### src/rtl/uart_pkg.sv
// -----------------------------------------------------------------------------
// uart_pkg
// Definitions shared by the UART receiver and transmitter.
//   uart_state_t    : receiver FSM state encodings
//   uart_ticks_t    : bit-period and half-bit-period lengths in clock cycles
//   uart_calc_ticks : derives uart_ticks_t from the clock frequency and baud rate
//                     (integer truncation, identical arithmetic on rx and tx)
// -----------------------------------------------------------------------------
package uart_pkg;

   typedef enum logic [2:0] {
      ST_IDLE      = 3'd0,
      ST_START     = 3'd1,
      ST_DATA      = 3'd2,
      ST_PARITY    = 3'd3,
      ST_STOP      = 3'd4,
      ST_WAIT_IDLE = 3'd5
   } uart_state_t;

   typedef struct packed {
      int unsigned bit_ticks;
      int unsigned half_ticks;
   } uart_ticks_t;

   function automatic uart_ticks_t uart_calc_ticks(input int unsigned clk_freq,
                                                   input int unsigned baud);
      uart_ticks_t t;
      t.bit_ticks  = clk_freq / baud;
      t.half_ticks = t.bit_ticks / 2;
      return t;
   endfunction

endpackage

### src/rtl/uart_sync.sv
// -----------------------------------------------------------------------------
// uart_sync
// Two-flop synchroniser for a single asynchronous input.
// Parameters:
//   RESET_VAL : value both flops take during reset (1 suits an idle-high line)
// Ports:
//   clk : destination clock
//   rst : asynchronous, active-high reset
//   d   : asynchronous input
//   q   : synchronised output, two clk cycles behind d
// -----------------------------------------------------------------------------
module uart_sync #(
   parameter logic RESET_VAL = 1'b1
) (
   input  logic clk,
   input  logic rst,
   input  logic d,
   output logic q
);

   logic r_meta;
   logic r_sync;

   always_ff @(posedge clk or posedge rst) begin
      if (rst) begin
         r_meta <= RESET_VAL;
         r_sync <= RESET_VAL;
      end else begin
         r_meta <= d;
         r_sync <= r_meta;
      end
   end

   assign q = r_sync;

endmodule

### src/rtl/uart_rx.sv
// -----------------------------------------------------------------------------
// uart_rx
// UART receiver, 8N1 by default (start, 8 data bits LSB first, stop).
// The line is synchronised, the start bit is validated at mid-bit and every
// following bit is sampled at mid-bit. Received bytes land in a one-entry
// holding register read through a ready/read handshake.
//
// Optional feature: define UART_RX_PARITY_EN to insert a parity bit after the
// data bits; parameter PARITY_ODD (0 = even, 1 = odd) selects its sense and only
// exists in that build. Without the macro parity_err is tied low.
//
// Parameters:
//   CLK_FREQ : system clock frequency in Hz
//   BAUD     : line rate in bit/s
// Ports:
//   clk        : system clock, all logic on posedge
//   rst        : asynchronous, active-high reset
//   rx         : serial line, asynchronous, idle high
//   read_en    : consumer pops the holding register this cycle
//   data       : holding register contents
//   data_ready : holding register holds an unread byte
//   overrun    : sticky, a byte was committed over an unread one
//   frame_err  : one-cycle pulse, stop bit sampled low (byte discarded)
//   parity_err : one-cycle pulse in the commit cycle on parity mismatch
//   rx_busy    : receiver FSM not idle
// -----------------------------------------------------------------------------
module uart_rx
   import uart_pkg::*;
#(
   parameter int unsigned CLK_FREQ = 1_000_000,
   parameter int unsigned BAUD     = 9600
`ifdef UART_RX_PARITY_EN
   ,
   parameter logic        PARITY_ODD = 1'b0
`endif
) (
   input  logic       clk,
   input  logic       rst,
   input  logic       rx,
   input  logic       read_en,
   output logic [7:0] data,
   output logic       data_ready,
   output logic       overrun,
   output logic       frame_err,
   output logic       parity_err,
   output logic       rx_busy
);

   localparam uart_ticks_t TICKS      = uart_calc_ticks(CLK_FREQ, BAUD);
   localparam int unsigned BIT_TICKS  = TICKS.bit_ticks;
   localparam int unsigned HALF_TICKS = TICKS.half_ticks;
   localparam int          CNT_W      = $clog2(BIT_TICKS);
   localparam logic [CNT_W-1:0] BIT_LAST  = CNT_W'(BIT_TICKS - 1);
   localparam logic [CNT_W-1:0] HALF_LAST = CNT_W'(HALF_TICKS - 1);

   logic              w_rx_s;
   uart_state_t       r_state;
   uart_state_t       w_state_next;
   logic [CNT_W-1:0]  r_baud_cnt;
   logic [2:0]        r_bit_cnt;
   logic [7:0]        r_shift;
   logic [7:0]        r_data;
   logic              r_data_ready;
   logic              r_overrun;
   logic              r_commit;
   logic              r_frame_err;

   // FSM strobes
   logic              w_cnt_clr;
   logic              w_shift_en;
   logic              w_commit_set;
   logic              w_ferr_set;

   uart_sync #(
      .RESET_VAL (1'b1)
   ) u_sync (
      .clk (clk),
      .rst (rst),
      .d   (rx),
      .q   (w_rx_s)
   );

   // ---------------------------------------------------------------- FSM
   always_ff @(posedge clk or posedge rst) begin
      if (rst) begin
         r_state <= ST_IDLE;
      end else begin
         r_state <= w_state_next;
      end
   end

`ifdef UART_RX_PARITY_EN
   logic w_par_en;
`endif

   always_comb begin
      w_state_next = r_state;
      w_cnt_clr    = 1'b0;
      w_shift_en   = 1'b0;
      w_commit_set = 1'b0;
      w_ferr_set   = 1'b0;
`ifdef UART_RX_PARITY_EN
      w_par_en     = 1'b0;
`endif
      case (r_state)
         ST_IDLE: begin
            w_cnt_clr = 1'b1;
            if (!w_rx_s) begin
               w_state_next = ST_START;
            end
         end
         ST_START: begin
            // Mid-start-bit check: a line back high here was only a glitch.
            if (r_baud_cnt == HALF_LAST) begin
               w_cnt_clr    = 1'b1;
               w_state_next = w_rx_s ? ST_IDLE : ST_DATA;
            end
         end
         ST_DATA: begin
            if (r_baud_cnt == BIT_LAST) begin
               w_cnt_clr  = 1'b1;
               w_shift_en = 1'b1;
               if (r_bit_cnt == 3'd7) begin
`ifdef UART_RX_PARITY_EN
                  w_state_next = ST_PARITY;
`else
                  w_state_next = ST_STOP;
`endif
               end
            end
         end
`ifdef UART_RX_PARITY_EN
         ST_PARITY: begin
            if (r_baud_cnt == BIT_LAST) begin
               w_cnt_clr    = 1'b1;
               w_par_en     = 1'b1;
               w_state_next = ST_STOP;
            end
         end
`endif
         ST_STOP: begin
            if (r_baud_cnt == BIT_LAST) begin
               w_cnt_clr = 1'b1;
               if (w_rx_s) begin
                  w_commit_set = 1'b1;
                  w_state_next = ST_IDLE;
               end else begin
                  w_ferr_set   = 1'b1;
                  w_state_next = ST_WAIT_IDLE;
               end
            end
         end
         ST_WAIT_IDLE: begin
            // A held-low line (break) must not be mistaken for a new start bit.
            w_cnt_clr = 1'b1;
            if (w_rx_s) begin
               w_state_next = ST_IDLE;
            end
         end
         default: begin
            w_cnt_clr    = 1'b1;
            w_state_next = ST_IDLE;
         end
      endcase
   end

   // ---------------------------------------------------------------- datapath
   always_ff @(posedge clk or posedge rst) begin
      if (rst) begin
         r_baud_cnt  <= '0;
         r_bit_cnt   <= 3'd0;
         r_shift     <= 8'h00;
         r_commit    <= 1'b0;
         r_frame_err <= 1'b0;
      end else begin
         r_baud_cnt  <= w_cnt_clr ? '0 : r_baud_cnt + CNT_W'(1);
         // bit_cnt only advances inside DATA, so it is zero on every entry.
         if (r_state != ST_DATA) begin
            r_bit_cnt <= 3'd0;
         end else if (w_shift_en) begin
            r_bit_cnt <= r_bit_cnt + 3'd1;
         end
         if (w_shift_en) begin
            r_shift <= {w_rx_s, r_shift[7:1]};
         end
         r_commit    <= w_commit_set;
         r_frame_err <= w_ferr_set;
      end
   end

`ifdef UART_RX_PARITY_EN
   logic r_par_bad;
   logic r_parity_err;

   always_ff @(posedge clk or posedge rst) begin
      if (rst) begin
         r_par_bad    <= 1'b0;
         r_parity_err <= 1'b0;
      end else begin
         if (w_par_en) begin
            r_par_bad <= (w_rx_s != ((^r_shift) ^ PARITY_ODD));
         end
         // Reported alongside the commit; the byte is delivered regardless.
         r_parity_err <= w_commit_set & r_par_bad;
      end
   end

   assign parity_err = r_parity_err;
`else
   assign parity_err = 1'b0;
`endif

   // ---------------------------------------------------------------- holding register
   always_ff @(posedge clk or posedge rst) begin
      if (rst) begin
         r_data       <= 8'h00;
         r_data_ready <= 1'b0;
         r_overrun    <= 1'b0;
      end else if (r_commit) begin
         r_data       <= r_shift;
         r_data_ready <= 1'b1;
         // A read in the commit cycle consumes the old byte, so no overrun.
         if (r_data_ready && !read_en) begin
            r_overrun <= 1'b1;
         end else if (r_data_ready && read_en) begin
            r_overrun <= 1'b0;
         end
      end else if (read_en && r_data_ready) begin
         r_data_ready <= 1'b0;
         r_overrun    <= 1'b0;
      end
   end

   assign data       = r_data;
   assign data_ready = r_data_ready;
   assign overrun    = r_overrun;
   assign frame_err  = r_frame_err;
   assign rx_busy    = (r_state != ST_IDLE);

endmodule

### config.mk
export PLATFORM = sky130hd
export DESIGN_NAME = uart_rx
export DESIGN_NICKNAME = d
export VERILOG_FILES = /design/src/rtl/uart_pkg.sv /design/src/rtl/uart_sync.sv /design/src/rtl/uart_rx.sv
export SDC_FILE = /design/constraint.sdc
export NUM_CORES = 1
export LEC_CHECK = 0
export ABC_AREA = 1
export CAP_MARGIN = 20
export CORE_MARGIN = 2
export CORE_UTILIZATION = 36
export CTS_CLUSTER_SIZE = 28
export DETAILED_ROUTE_END_ITERATION = 10
export SYNTH_ARGS = -nofsm -noshare
export SYNTH_HDL_FRONTEND = slang
export SYNTH_HIERARCHICAL = 1
export SYNTH_SLANG_ARGS = --single-unit
### constraint.sdc
create_clock -name clk -period 1.8 [get_ports clk]
set_input_delay 0.18 -clock clk [delete_from_list [all_inputs] [get_ports clk]]
set_output_delay 0.18 -clock clk [all_outputs]
set_load 0.03 [all_outputs]
==> summary.txt, run 1 <==
STA
  • Setup TNS: 0 ps
  • Worst setup margin: roughly 190 ps
  • Min Tclk post-route: around 1600 ps
  • WHS: between 200 and 250 ps
  • Layout Skew: ~1.6 ps
  • RSZ-0062 raised after global routing: no
  • Max Fclk: about 620 MHz
  • Period utilization: 0.8922
  • Hold Fails Final Rpt: 0
  • Number of setup violations in the final report: 0
  • Slew Limit Fails: 0

Synthesis
  • Synthesized area: 0.001541 mm2
  • Asr flop ratio synth: 1.000
  • Adder and majority gate portion of the synthesized area: 0.02435
  • Most frequent cells after synthesis: nand2_1 (41), dfrtp_1 (33), inv_1 (24)
  • Post-Syn Nets: approximately 180
  • Count leader, synth: nand2_1
  • Simple-gate share of the synthesized area: 0.2354
  • Synth Register Bits: 35
  • Area share of the largest cell type after synthesis: 0.5357
  • Mux contribution to synthesized area: 0
  • Avg Inst Size Synth: between 8 and 9 um2
  • Combinational family with the most area after synthesis: simple AND/OR/NAND/NOR gates
  • Biggest area consumer among synthesized cells: dfrtp_1
  • Post-synthesis sequential area ratio: 0.5698
  • Synth top area cells: dfrtp_1 (54%), nand2_1 (10%), inv_1 (5.8%), nor2_1 (4.6%), o21ai_0 (3.9%)
  • Synth Flop Type: dfrtp_1
  • Compound-cell area share of the yosys netlist: 0.07630
  • Synth Area in XOR/XNOR: 0.01136
  • Post-synth EDFFs: 0
  • Warnings, synthesis: 6
  • Netlist cell types: 26
  • Mapped Cells: approximately 170

Floorplanning
  • # rows: 23
  • Initial Util: 0.3799
  • I/O Pins: 17
  • Core footprint: 0.004058 mm2
  • Die ar.: between 0.004 and 0.005 mm2
  • Chip height: between 60 and 70 um
  • Die Width: 69.44 um

Worst setup path
  • Startpoint types: register
  • Setup CP Type: reg2out
  • Critical path cell sequence: nor2_1, nand2_1, dlygate4sd2_1
  • Critical Path End Type: output port
  • Critical Path Stages: 3
  • Max stage delay cell, worst path: dfrtp_1
  • Slowest stage delay, CP: between 400 and 500 ps
  • Flop-to-flop setup slack: around 360 ps
  • CP Launch Point: r_state[1]$_DFFE_PP0P_
  • CP top delay family: flip-flops
  • Worst r2r path cells: 8
  • Worst setup endpoint: rx_busy
  • Worst R2R End: r_state[1]$_DFFE_PP0P_
  • Critical Path RT: about 1600 ps
  • Origin of the critical flop-to-flop path: r_baud_cnt[0]$_DFF_PP0_
  • Peak fanout along the critical path: 5
  • WP data arrival: 1430 ps
  • Worst Path Buf+Inv: 1

Place
  • DP Worst Slack: roughly 300 ps
  • Dpl hpwl: 1866 um
  • DP Area: 0.001739 mm2
  • Gp weighted congestion: around 1
  • Post-placement cell count: 235
  • PortBufs: 15

Clock network
  • Cts hold-fix bufs: 0
  • Clock-pin slew on the worst setup and hold paths: 60 ps
  • Total CTS buffers: 5
  • Clock root cell: clkbuf_8
  • Max Root-Sink Buffers: 2
  • Clock Latency Late Sink: around 280 ps
  • CTS tree: built
  • Clk sinks: 35
  • H-tree Lvls: 2

Routing
  • Routed Antenna Nets: 0
  • Iter 0 DRT Violations: 90
  • Routed WL: around 2700 um
  • Vias: about 1100
  • DR WL/cell: about 11 um
  • Initial DRT Pass Iterations: 4
  • Residual DRC: 0
  • Post-DR vias/cell: around 4.6

Final layout
  • Fin util: 0.4499
  • Layout cells sized above 1: 0.1094
  • Filler cell count: about 400
  • Cell Count, Final, Fillers Out: roughly 240
  • Antenna diodes: 0
  • Final instance area: between 0.0015 and 0.002 mm2
  • Post-layout nets: around 200
  • Area delta synth->final: 18.43%

Power
  • Comb pwr share: 0.027
  • Total Power: between 1 and 1.5 mW
  • Clk network pwr share: 0.403
  • Sequential power share: 0.569
  • Cell Int Power: 1.105 mW
  • Switching power: 292.5 uW
  • Peak VDD IR: between 300 and 400 uV
  • Switching share of power: 0.2093
  • Pwr Density: 765.4 mW/mm2
  • Leak pwr: just over 0.9 nW

Run status
  • Status: finished, final reports clean

Job
  • Max_cap viols: 0

GRT
  • Gr usage total: 0.1250
  • Antenna violations before repair: 0
  • Pin count of the biggest net entering global routing: 34
  • Grt ovf: 0
  • Vias in the first global route: 1091
  • Global-route wire length before repair: 4774 um

Min path
  • Min-delay worst type: in2async
-- sequential cells by signal, indices dropped and copies added (netlist names), named ones only --
signal / count
r_shift: 8
r_baud_cnt: 7
data: 8
r_commit: 1
r_bit_cnt: 3
u_sync/r_meta: 1
u_sync/q: 1
data_ready: 1
r_state: 3
frame_err: 1
-- layout by cell type, fill, tap and decap left out, drive strengths merged, types with 3 or more instances in the layout --
master / instances
a21oi: 4
clkbuf: 6
clkdlybuf4s50: 14
dfrtp: 33
ha: 3
inv: 27
nand2: 43
nand3: 7
nand4: 4
nor2: 22
o21ai: 18
-- layer usage --
layer  track usage  share of wire  vias to the layer above
met4       0.05229          0.021                        0
li1              -              -                      569
met3       0.04360          0.061                        6
met1        0.1563           0.48                      503
met2        0.1966           0.44                       38
met5             0              0                        -
-- how the worst min path moves through the flow --
stage | slack, ps | end | startpoint
floorplan | 90 | u_sync/q$_DFF_PP1_ | rst
global placement | 350 | u_sync/q$_DFF_PP1_ | u_sync/r_meta$_DFF_PP1_
detailed placement | 350 | u_sync/q$_DFF_PP1_ | u_sync/r_meta$_DFF_PP1_
CTS | 240 | u_sync/r_meta$_DFF_PP1_ | rst
global route | 270 | u_sync/r_meta$_DFF_PP1_ | rst
finish | 250 | u_sync/r_meta$_DFF_PP1_ | rst
-- repair_timing --
item	4_1_cts	5_1_grt
gates resized for setup	1	0
endpoints found under the hold margin	0	0
setup buffers	0	0
setup endpoints to repair	1	0
-- worst register-to-register path: stages (launching register included) --
cell	delay [ps]
dfrtp_1	370
ha_1	210
nand2_1	80
inv_1	130
nand3_4	140
nand2_2	140
nand3_1	140
nand2_1	90
nand2_1	50
-- power groups by stage --
| stage | Clock [mW] | Sequential (mW) | Combinational [mW] |
|---|---|---|---|
| 6_report | 0.564 | 0.795 | 0.0381 |
| 2_1_floorplan | 0 | 0.813 | 0.0198 |
| 4_1_cts | 0.594 | 0.795 | 0.0399 |
| 5_1_grt | 0.637 | 0.795 | 0.0437 |
| 3_5_place_dp | 0 | 0.810 | 0.0395 |
| 3_3_place_gp | 0 | 0.810 | 0.0387 |
-- final cells by class --
| class | count | area (um2) | area share |
|---|---|---|---|
| sequential | 35 | 878.3 | 0.4812 |
| multi-input combinational | 107 | 539.3 | 0.2954 |
| timing repair buffer | 16 | 156.4 | 0.08568 |
| inverter | 27 | 101.3 | 0.05552 |
| clock buffer | 6 | 82.58 | 0.04524 |
| tap | 50 | 62.56 | 0.03427 |
| clock inverter | 1 | 5.005 | 0.002742 |
-- logic make-up (layout without fill, tap and decap cells) --
kind of cell | Yosys count | after routing
AOI/OAI and AO/OA | 23 | 23
xor gates and xnor gates | 2 | 2
adders and majority gates | 3 | 3
buffers and inverters | 30 | 50
DFF | 35 | 35
other | 1 | 1
and+or+nand+nor | 78 | 78
No activity file was read; power rests on OpenSTA's default activity.
==> run 2, diff against run 1 <==
--- a/config.mk
+++ b/config.mk
@@ -8,7 +8,7 @@
 export ABC_AREA = 1
 export CAP_MARGIN = 20
 export CORE_MARGIN = 2
-export CORE_UTILIZATION = 36
+export CORE_UTILIZATION = 35
 export CTS_CLUSTER_SIZE = 28
 export DETAILED_ROUTE_END_ITERATION = 10
 export SYNTH_ARGS = -nofsm -noshare
==> constraint.sdc (replaced) <==
create_clock -name clk -period 1.55 [get_ports clk]
set_input_delay 0.155 -clock clk [delete_from_list [all_inputs] [get_ports clk]]
set_output_delay 0.155 -clock clk [all_outputs]
set_load 0.03 [all_outputs]
==> run 2 against run 1 <==
Compared with the run above:
- sequential share of layout area fell by 0.26 points
- global-route usage fell by 0.83 points
- largest power group unchanged
- design area rose by 0.55%
- utilization fell by 2.2 points
- critical path depth fell by 2
- critical path type unchanged
==> summary.txt, run 2 (synthesized netlist as in run 1, its figures left out) <==
Power
  • Pwr Density: roughly 900 mW/mm2
  • Peak VDD IR: 522.9 uV
  • Leak pwr: 0.9261 nW

Floorplanning
  • Chip height: slightly above 70 um
  • # rows: 24
  • Initial Util: 0.3590
  • Core footprint: 0.004294 mm2
  • I/O Pins: 17
  • Die ar.: roughly 0.0050 mm2
  • Die Width: 70.37 um

Worst setup path
  • Setup CP Type: reg2out
  • Critical Path End Type: output port
  • Startpoint types: register
  • WP data arrival: roughly 1300 ps
  • Max stage delay cell, worst path: clkdlybuf4s50_1
  • Worst R2R End: r_baud_cnt[2]$_DFF_PP0_
  • Origin of the critical flop-to-flop path: r_baud_cnt[0]$_DFF_PP0_
  • Worst r2r path cells: 8
  • Flop-to-flop setup slack: approximately 180 ps
  • CP top delay family: buffers and inverters
  • Slowest stage delay, CP: roughly 670 ps
  • Peak fanout along the critical path: 2
  • Worst Path Buf+Inv: 1
  • Critical path cell sequence: clkdlybuf4s50_1
  • Critical Path RT: approximately 1400 ps

STA
  • WHS: roughly 190 ps
  • Slew Limit Fails: 0
  • Max Fclk: between 600 and 700 MHz
  • Number of setup violations in the final report: 0
  • Min Tclk post-route: between 1000 and 1500 ps
  • Setup TNS: 0 ps
  • RSZ-0062 raised after global routing: no
  • Worst setup margin: about 67 ps
  • Layout Skew: between 6 and 7 ps
  • Period utilization: 0.9569
  • Hold Fails Final Rpt: 0

GRT
  • Vias in the first global route: 1043
  • Grt ovf: 0
  • Global-route wire length before repair: 4471 um
  • Gr usage total: 0.1167
  • Pin count of the biggest net entering global routing: 34
  • Antenna violations before repair: 0

Job
  • Max_cap viols: 0

Place
  • PortBufs: 15
  • Gp weighted congestion: roughly 0.77
  • Dpl hpwl: 1757 um
  • DP Worst Slack: ~160 ps
  • DP Area: 0.001749 mm2

Clock network
  • Clock Latency Late Sink: 300 ps
  • CTS tree: built
  • Clock-pin slew on the worst setup and hold paths: 80 ps
  • Max Root-Sink Buffers: 2
  • Clock root cell: clkbuf_8
  • Clk sinks: 35
  • Total CTS buffers: 5
  • Post-CTS setup buffers: 0
  • H-tree Lvls: 2

Routing
  • Residual DRC: 0
  • DR WL/cell: roughly 10 um
  • Routed WL: around 2600 um
  • Iter 0 DRT Violations: between 40 and 50
  • Vias: around 1100
  • Post-DR vias/cell: around 4.5
  • Routed Antenna Nets: 0
  • Initial DRT Pass Iterations: 4

Final layout
  • Area delta synth->final: 19.07%
  • Post-layout nets: 200
  • Antenna diodes: 0
  • Most frequent cells in the layout: nand2_1 (41), dfrtp_1 (33), inv_1 (24)
  • Layout cells sized above 1: 0.1237
  • Final instance area: around 0.0018 mm2
  • Commonest non-fill, non-tap cell in the layout: nand2_1
  • Fin util: 0.4274

Min path
  • Min-delay worst type: in2async

Run status
  • Status: finished, final reports clean
-- run 2: cell type report --
cell class	count	area (um2)
clock inverters	3	20.02
fillers	435	2459
repair buffers	17	162.7
inverters	27	101.3
clock buffers	5	68.82
multi-input cells	107	539.3
well taps	52	65.06
flip-flops and latches	35	878.3
-- run 2: power breakdown --
group / leakage [nW] / switching (mW) / internal [mW]
Combinational: 0.420 / 0.0290 / 0.0144
Clock: 0.0402 / 0.376 / 0.313
Sequential: 0.466 / 0.00346 / 0.919
-- run 2: stage by stage --
step	std cells	power, mW
2_1_floorplan	172	0.9669
3_3_place_gp	238	0.9855
3_5_place_dp	238	0.9862
4_1_cts	246	1.666
5_1_grt	246	1.709
6_report	246	1.655
-- run 2: worst max path at each step --
stage | from | endpoint | slack (ps) | cells past startpoint
2_1_floorplan | r_baud_cnt[0]$_DFF_PP0_ | r_shift[1]$_DFFE_PP0P_ | 260 | 7
3_3_place_gp | r_state[1]$_DFFE_PP0P_ | rx_busy | 130 | 3
3_5_place_dp | r_state[2]$_DFFE_PP0P_ | rx_busy | 160 | 3
4_1_cts | data_ready$_DFFE_PP0P_ | data_ready | 10 | 1
5_1_grt | data[5]$_DFFE_PP0P_ | data[5] | 20 | 1
6_report | data[5]$_DFFE_PP0P_ | data[5] | 70 | 1
-- run 2: timing repair --
action | CTS | global route
hold buffers | 0 | 0
gates resized for setup | 1 | 3
hold endpoints to repair | 0 | 0
pin swaps | 0 | 0
setup endpoints to repair | 1 | 2
-- run 2: layer usage --
| metal | global-route usage | share of wire | vias up |
|---|---|---|---|
| met5 | 0 | 0 | - |
| met4 | 0.07051 | 0.024 | 0 |
| met3 | 0.03608 | 0.052 | 6 |
| met2 | 0.1667 | 0.43 | 21 |
| met1 | 0.1539 | 0.49 | 507 |
| li1 | - | - | 575 |
==> run 3, diff against run 2 <==
--- a/config.mk
+++ b/config.mk
@@ -6,7 +6,6 @@
 export NUM_CORES = 1
 export LEC_CHECK = 0
 export ABC_AREA = 1
-export CAP_MARGIN = 20
 export CORE_MARGIN = 2
 export CORE_UTILIZATION = 35
 export CTS_CLUSTER_SIZE = 28
==> results of run 3 <==
Same layout as run 2: the final DEF is identical, and so are final timing and power.
